==> src/rtl/mem_stage.sv <==
// -----------------------------------------------------------------------------
// mem_stage
// Memory stage of a five-stage pipeline. It latches execute results into the
// M register, runs a two-state request/acknowledge handshake with data memory
// (with a bounded wait), resolves branches, and produces the W register for
// writeback.
//
// Ports
//   clk, reset          rising-edge clock, asynchronous active-high reset
//   *_E                 execute-stage results and control bits
//   mem_req/we/addr/wdata  data memory request (held for the whole BUSY wait)
//   mem_ack, mem_rdata  memory completion and load data
//   PCSrc_M, PCBranch_M taken-branch redirect to fetch
//   stall_M             hold upstream stages while memory is outstanding
//   mem_err             sticky flag: a memory access timed out
//   *_W                 writeback-stage register outputs
// -----------------------------------------------------------------------------
module mem_stage #(
   parameter int ACK_TIMEOUT = 16
) (
   input  logic        clk,
   input  logic        reset,
   input  logic        valid_E,
   input  logic [63:0] PCBranch_E,
   input  logic [63:0] aluResult_E,
   input  logic [63:0] writeData_E,
   input  logic        zero_E,
   input  logic        regWrite_E,
   input  logic        memRead_E,
   input  logic        memWrite_E,
   input  logic        memtoReg_E,
   input  logic        branch_E,
   input  logic [4:0]  rd_E,
   output logic        mem_req,
   output logic        mem_we,
   output logic [63:0] mem_addr,
   output logic [63:0] mem_wdata,
   input  logic        mem_ack,
   input  logic [63:0] mem_rdata,
   output logic        PCSrc_M,
   output logic [63:0] PCBranch_M,
   output logic        stall_M,
   output logic        mem_err,
   output logic        valid_W,
   output logic        regWrite_W,
   output logic        memtoReg_W,
   output logic [63:0] aluResult_W,
   output logic [63:0] readData_W,
   output logic [4:0]  rd_W
);

   localparam int CW = (ACK_TIMEOUT > 1) ? $clog2(ACK_TIMEOUT) : 1;
   localparam logic [CW-1:0] CNT_LAST = CW'(ACK_TIMEOUT - 1);

   typedef enum logic {IDLE, BUSY} state_t;

   state_t        state_q, state_d;
   logic [CW-1:0] cnt_q, cnt_d;
   logic          mem_err_q;
   logic          busy, timeout, start_mem;

   // M register
   logic        valid_m_q, zero_m_q, reg_write_m_q, mem_read_m_q;
   logic        mem_write_m_q, memto_reg_m_q, branch_m_q;
   logic [63:0] pc_branch_m_q, alu_result_m_q, write_data_m_q;
   logic [4:0]  rd_m_q;

   // W register
   logic        valid_w_q, reg_write_w_q, memto_reg_w_q;
   logic [63:0] alu_result_w_q, read_data_w_q;
   logic [4:0]  rd_w_q;

   assign busy    = (state_q == BUSY);
   // Ack on the last allowed cycle wins over the timeout.
   assign timeout = busy & ~mem_ack & (cnt_q == CNT_LAST);
   assign stall_M = busy & ~mem_ack & ~timeout;
   assign PCSrc_M = valid_m_q & branch_m_q & zero_m_q;

   // A memory op enters BUSY on the edge that loads it into M; a squashed
   // (flushed) instruction never reaches M and so never starts an access.
   assign start_mem = ~stall_M & ~PCSrc_M & valid_E & (memRead_E | memWrite_E);

   always_comb begin
      // NOTE: every always_comb output gets a default first so no path can
      // leave it unassigned and infer a latch.
      state_d = IDLE;
      cnt_d   = '0;
      if (start_mem) begin
         state_d = BUSY;
         cnt_d   = '0;
      end else if (stall_M) begin
         state_d = BUSY;
         cnt_d   = cnt_q + 1'b1;
      end
   end

   // NOTE: sequential state uses non-blocking assignments so every register
   // samples the pre-edge values regardless of statement order.
   always_ff @(posedge clk or posedge reset) begin
      if (reset) begin
         state_q   <= IDLE;
         cnt_q     <= '0;
         mem_err_q <= 1'b0;
      end else begin
         state_q   <= state_d;
         cnt_q     <= cnt_d;
         mem_err_q <= mem_err_q | timeout;
      end
   end

   always_ff @(posedge clk or posedge reset) begin
      if (reset) begin
         valid_m_q      <= 1'b0;
         zero_m_q       <= 1'b0;
         reg_write_m_q  <= 1'b0;
         mem_read_m_q   <= 1'b0;
         mem_write_m_q  <= 1'b0;
         memto_reg_m_q  <= 1'b0;
         branch_m_q     <= 1'b0;
         pc_branch_m_q  <= '0;
         alu_result_m_q <= '0;
         write_data_m_q <= '0;
         rd_m_q         <= '0;
      end else if (!stall_M) begin
         pc_branch_m_q  <= PCBranch_E;
         alu_result_m_q <= aluResult_E;
         write_data_m_q <= writeData_E;
         zero_m_q       <= zero_E;
         rd_m_q         <= rd_E;
         // A taken branch in M squashes the instruction behind it.
         valid_m_q      <= valid_E & ~PCSrc_M;
         reg_write_m_q  <= regWrite_E & ~PCSrc_M;
         mem_read_m_q   <= memRead_E & ~PCSrc_M;
         mem_write_m_q  <= memWrite_E & ~PCSrc_M;
         memto_reg_m_q  <= memtoReg_E & ~PCSrc_M;
         branch_m_q     <= branch_E & ~PCSrc_M;
      end
   end

   always_ff @(posedge clk or posedge reset) begin
      if (reset) begin
         valid_w_q      <= 1'b0;
         reg_write_w_q  <= 1'b0;
         memto_reg_w_q  <= 1'b0;
         alu_result_w_q <= '0;
         read_data_w_q  <= '0;
         rd_w_q         <= '0;
      end else if (stall_M) begin
         // Insert a bubble into W; data fields keep their old contents.
         valid_w_q     <= 1'b0;
         reg_write_w_q <= 1'b0;
         memto_reg_w_q <= 1'b0;
      end else begin
         valid_w_q      <= valid_m_q;
         // A timed-out access still retires but must not write the register file.
         reg_write_w_q  <= reg_write_m_q & ~timeout;
         memto_reg_w_q  <= memto_reg_m_q;
         alu_result_w_q <= alu_result_m_q;
         rd_w_q         <= rd_m_q;
         read_data_w_q  <= (busy & mem_ack & mem_read_m_q) ? mem_rdata : '0;
      end
   end

   assign mem_req     = busy;
   assign mem_we      = busy & mem_write_m_q;
   assign mem_addr    = alu_result_m_q;
   assign mem_wdata   = write_data_m_q;
   assign PCBranch_M  = pc_branch_m_q;
   assign mem_err     = mem_err_q;
   assign valid_W     = valid_w_q;
   assign regWrite_W  = reg_write_w_q;
   assign memtoReg_W  = memto_reg_w_q;
   assign aluResult_W = alu_result_w_q;
   assign readData_W  = read_data_w_q;
   assign rd_W        = rd_w_q;

endmodule

==> config.mk <==
export PLATFORM = sky130hd
export DESIGN_NAME = mem_stage
export DESIGN_NICKNAME = d
export VERILOG_FILES = /design/src/rtl/mem_stage.sv
export SDC_FILE = /design/constraint.sdc
export NUM_CORES = 1
export LEC_CHECK = 0
export CAP_MARGIN = 20
export CELL_PAD_IN_SITES_DETAIL_PLACEMENT = 1
export CELL_PAD_IN_SITES_GLOBAL_PLACEMENT = 2
export CORE_AREA = 2 2 237 239
export CTS_CLUSTER_DIAMETER = 60
export DETAILED_ROUTE_END_ITERATION = 12
export DIE_AREA = 0 0 239 241
export GPL_TIMING_DRIVEN = 0
export PLACE_DENSITY_LB_ADDON = 0.1
export REMOVE_ABC_BUFFERS = 1
export SLEW_MARGIN = 15
export SYNTH_ARGS = -nofsm -noshare
export SYNTH_HDL_FRONTEND = slang
export SYNTH_SLANG_ARGS = --single-unit
==> constraint.sdc <==
create_clock -name clk -period 16.6 [get_ports clk]
set_input_delay 3.32 -clock clk [delete_from_list [all_inputs] [get_ports clk]]
set_output_delay 3.32 -clock clk [all_outputs]
set_load 0.05 [all_outputs]
== Word level (Yosys, flattened, before mapping) ==
Cells that the tools add are included.

* Equality and inequality tests: 1
* $add $sub $neg: 1
* Multiplexer cells: 8
* Bitwise operators: 24

{| class="wikitable"
|+ Operators by type and width
! operator !! number
|-
| $mux W64 || 1
|-
| $and A1 B1 Y1 || 18
|-
| $mux W4 || 2
|-
| $mux W1 || 5
|-
| $add A4 B1 Y4 const B || 1
|-
| $eq A4 B4 Y1 const B || 1
|-
| $not A1 Y1 || 4
|-
| $or A1 B1 Y1 || 2
|}

* Bits in registers: 346
* Word-level logic and storage cells: 54

== Logic depth before layout (Yosys ltp) ==
* Depth in word-level cells: 10
* Mapped depth: 8
* Gate-level depth less buffers: 5

== Worst setup path after synthesis ==
No wires, ideal clock.

* Kind: in2out
* Start: input port mem_ack
* End: output port stall_M
* Stages: 6
* Arrival time: 4.251 ns
* Slack: 9.029 ns
* Cells stage by stage: nand2b_4 nand2b_4 buf_6 inv_2 buf_6 buf_2

* Longest elaborated chain between the ends: 5

{| class="wikitable"
|+ Ends and longest elaborated chain
! item !! line !! RTL
|-
| start: declaration || 38 || <nowiki>input logic mem_ack,</nowiki>
|-
| $not A1 Y1 (*) || 75, 76 ||
|-
| $and A1 B1 Y1 (*) || 75, 76 ||
|-
| $and A1 B1 Y1 || 75 || <nowiki>assign timeout = busy & ~mem_ack & (cnt_q == CNT_LAST);</nowiki>
|-
| $not A1 Y1 || 76 || <nowiki>assign stall_M = busy & ~mem_ack & ~timeout;</nowiki>
|-
| $and A1 B1 Y1 (*) || 76 ||
|-
| end: declaration || 42 || <nowiki>output logic stall_M,</nowiki>
|}

Every way passes the cells marked *; elsewhere a longest branch is shown, timed or not.

== Final worst setup path ==
Same ends and word-level chain as after synthesis.

==> flow_summary_export.csv <==
group,metric,value,unit
sta,hold_violations,0,
setup_path,critPathRequiredTime,13.28,ns
sta,finalCriticalPeriod,10.04,ns
place,gp_congestion,0.7312,
floorplan,start_util,0.2469,
final_layout,fillers,5576,
clocking,clkTransAtPathRegs,0.06,ns
sta,tns,0,ns
final_layout,areaGrowthSynthToFinish,60.72,%
logic_synthesis,synth_cells,763,
pwr,p_sw,919.5,µW
place,io_buffers,603,
pwr,total_power,2.738,mW
clocking,cts-root-buf,"clkbuf_16",
logic_synthesis,yosysWarnings,0,
route,post_drt_wl_per_cell,22.44,µm
setup_path,crit_path_top_delay_cell,"clkdlybuf4s50_1",
logic_synthesis,avgSynthCellArea,17.75,µm²
sta,clock.fmax,99.59,MHz
floorplan,die_y,241,µm
route,vias,9017,
sta,finalMaxSlewViolations,0,
floorplan,num_rows,86,
clocking,clock_latency,0.56,ns
clocking,cts_resized,0,
grt,grt_pass1_wl,68490,µm
pwr,p_per_area,125.7,mW/mm²
route,avgViaCountPerCell,4.271,
logic_synthesis,yosys.area.top_type,"dfrtp_1",
clocking,htree_levels,2,
logic_synthesis,synthTopCellsByArea,"dfrtp_1 64%, mux2_4 20%, mux2_2 7.0%",
sta,fin_crit_sh,0.6049,
setup_path,cp_max_fo,81,
pwr,sw_frac_of_total,0.3359,
floorplan,core_area,0.05488,mm²
grt,grt_antenna_before_repair,9,
grt,grt-ovfl-total,0,
logic_synthesis,synth-seq-cells,346,
pwr,ir_worst_vdd,0.06655,mV
grt,grt_pass1_vias,9996,
pwr,clkPwrFrac,0.335,
clocking,cts_buffers,45,
sta,rsz0062_at_grt,"false",
final_layout,nNetsFinal,1651,
final_layout,drive_above_1_share,0.2470,
clocking,hold_buffers,0,
grt,grt_max_degree,94,
pwr,p_comb_frac,0.301,
setup_path,r2r_setup_slack,13.51,ns
route,drt_pass1_iterations,4,
setup_path,cpPeakStageDelay,0.88,ns
place,place_inst,2036,
sta,relSlewSlack,0.4791,
setup_path,reg2reg_depth,8,
pwr,pwr-share-seq,0.363,
logic_synthesis,syn_area,0.01355,mm²
clocking,cts.path.max_buffers,3,
final_layout,finish.utilization,0.3967,
setup_path,worstSetupPathType,"primary input to output port",
floorplan,die_x,239,µm
final_layout,stdcell_count,2111,
sta,setup_violations,0,
setup_path,end_kind,"output port",
setup_path,worstSetupStartpointType,"primary input",
logic_synthesis,ys_seq_area_frac,0.6391,
logic_synthesis,synth_cell_type_count,23,
pwr,p_leak,9.674,nW
setup_path,cp.arrival,6.72,ns
floorplan,io-pin-count,604,
route,drc_errors,0,
run_status,status,"complete, no violations",
hold_path,hp-class,"flip-flop to flip-flop",
pwr,internal_power,1.818,mW
sta,holdWs,0.4623,ns
sta,clock_skew,0.01198,ns
place,dp_hpwl,34820,µm
run,maxCapViolCount,0,
clocking,cts_tree,"done",
route,drt-total-wl,47370,µm
floorplan,die_area,0.05760,mm²
hold_path,min_path_cells,1,
route,drt_iter0_drc,222,
grt,grt_usage,0.1608,
clocking,clock-sinks,346,
clocking,post_cts_buffers,0,
setup_path,critical_path.most_common_cell,"buf_16",
logic_synthesis,synth_top_area_frac,0.6391,
setup_path,path_cells,"clkdlybuf4s50_1 -> nand2b_4 -> nand2b_4 -> buf_16 -> buf_16 -> inv_8 -> buf_16 -> clkdlybuf4s50_1",
sta,tightest_slew,0.7814,ns
route,final_antenna_net_count,0,
-- path summary, 6_finish.rpt --
check	startpoint	endpoint
worst max register to register	cnt_q[0]$_DFF_PP0_	aluResult_W[17]$_DFFE_PP0P_
worst min register to register	cnt_q[0]$_DFF_PP0_	cnt_q[0]$_DFF_PP0_
worst max-delay path	mem_ack	stall_M
min in group asynchronous	reset	mem_wdata[56]$_DFFE_PP0P_
max in group asynchronous	reset	readData_W[8]$_DFFE_PP0P_
worst min-delay path	cnt_q[0]$_DFF_PP0_	cnt_q[0]$_DFF_PP0_
-- layer usage --
| metal | vias up | global-route usage | share of wire |
|---|---|---|---|
| li1 | 3949 | - | - |
| met1 | 4625 | 0.1784 | 0.37 |
| met2 | 360 | 0.2719 | 0.49 |
| met3 | 73 | 0.07915 | 0.12 |
| met4 | 10 | 0.04754 | 0.021 |
| met5 | - | 0 | 0.0012 |
-- logic make-up (layout without fill, tap and decap cells) --
family	count (synthesis)	in the layout	share of synthesized area
flip-flops	346	346	0.6391
multiplexers	273	273	0.2771
AO/OA/AOI/OAI	66	66	0.04230
buffers and inverters	54	696	0.03057
AND/OR/NAND/NOR	21	21	0.008683
XOR/XNOR	2	2	0.001293
adder cells (fa/ha/maj)	1	1	0.0009235
other	0	2	0
-- synthesized netlist by cell type (all sizes together) --
cell / number
nand2b: 2
dfrtp: 346
mux2i: 6
o21bai: 1
o21ai: 1
buf: 39
nor2: 6
a22o: 64
and3: 1
and2: 3
xor2: 1
ha: 1
inv: 9
xnor2: 1
nand3: 3
clkbuf: 6
mux2: 267
nand2: 6
-- per-stage QoR --
step                      instance area (µm²)  setup WS (ns)
after floorplan                         13170          3.687
after CTS                               21770          6.439
after global placement                  20080         -2.036
after global routing                    21770          6.336
final                                   21770          6.558
after detailed placement                20390          6.447
-- power by group through the flow --
stage	Sequential [mW]	Combinational, mW	Clock [mW]
2_1_floorplan	1.32	0.194	0
3_3_place_gp	1.01	0.850	0
3_5_place_dp	1.01	0.835	0
4_1_cts	0.996	0.838	0.959
5_1_grt	1.01	0.858	0.995
6_report	0.995	0.825	0.918
-- final cells by class --
class / instances / area [µm²] / share of cell area
diodes: 2 / 5.005 / 0.0002299
clock buffers: 65 / 1324 / 0.06080
flip-flops and latches: 346 / 8658 / 0.3977
inverters: 9 / 48.80 / 0.002241
repair buffers: 614 / 6324 / 0.2904
multi-input cells: 363 / 4479 / 0.2057
clock inverters: 8 / 52.55 / 0.002414
well taps: 704 / 880.8 / 0.04046
-- cell usage in the layout, fill, tap and decap left out, drive strengths merged --
cell type / netlist / final
buf: 39 / 11
nand2: 6 / 6
and2: 3 / 3
and3: 1 / 1
xor2: 1 / 1
clkinv: 0 / 5
diode: 0 / 2
o21bai: 1 / 1
o21ai: 1 / 1
inv: 9 / 10
a22o: 64 / 64
mux2i: 6 / 6
clkbuf: 6 / 65
xnor2: 1 / 1
clkdlybuf4s50: 0 / 603
nor2: 6 / 6
mux2: 267 / 267
dfrtp: 346 / 346
nand3: 3 / 3
ha: 1 / 1
clkinvlp: 0 / 2
nand2b: 2 / 2
-- flip-flops by register name (all words and copies together), names as in the netlist --
| register | flops |
|---|---|
| PCBranch_M | 64 |
| aluResult_W | 64 |
| mem_addr | 64 |
| mem_wdata | 64 |
| readData_W | 64 |
| rd_W | 5 |
| rd_m_q | 5 |
| cnt_q | 4 |
| branch_m_q | 1 |
| mem_err | 1 |
| mem_read_m_q | 1 |
| mem_req | 1 |
| mem_write_m_q | 1 |
| memtoReg_W | 1 |
| memto_reg_m_q | 1 |
| regWrite_W | 1 |
| reg_write_m_q | 1 |
| valid_W | 1 |
| valid_m_q | 1 |
| zero_m_q | 1 |
-- critical path: cells and delay by family --
kind | cells | cell delay [ns]
buf+inv | 6 | 2.60
simple gates | 2 | 0.67
Power figures use the tool's default switching activity.
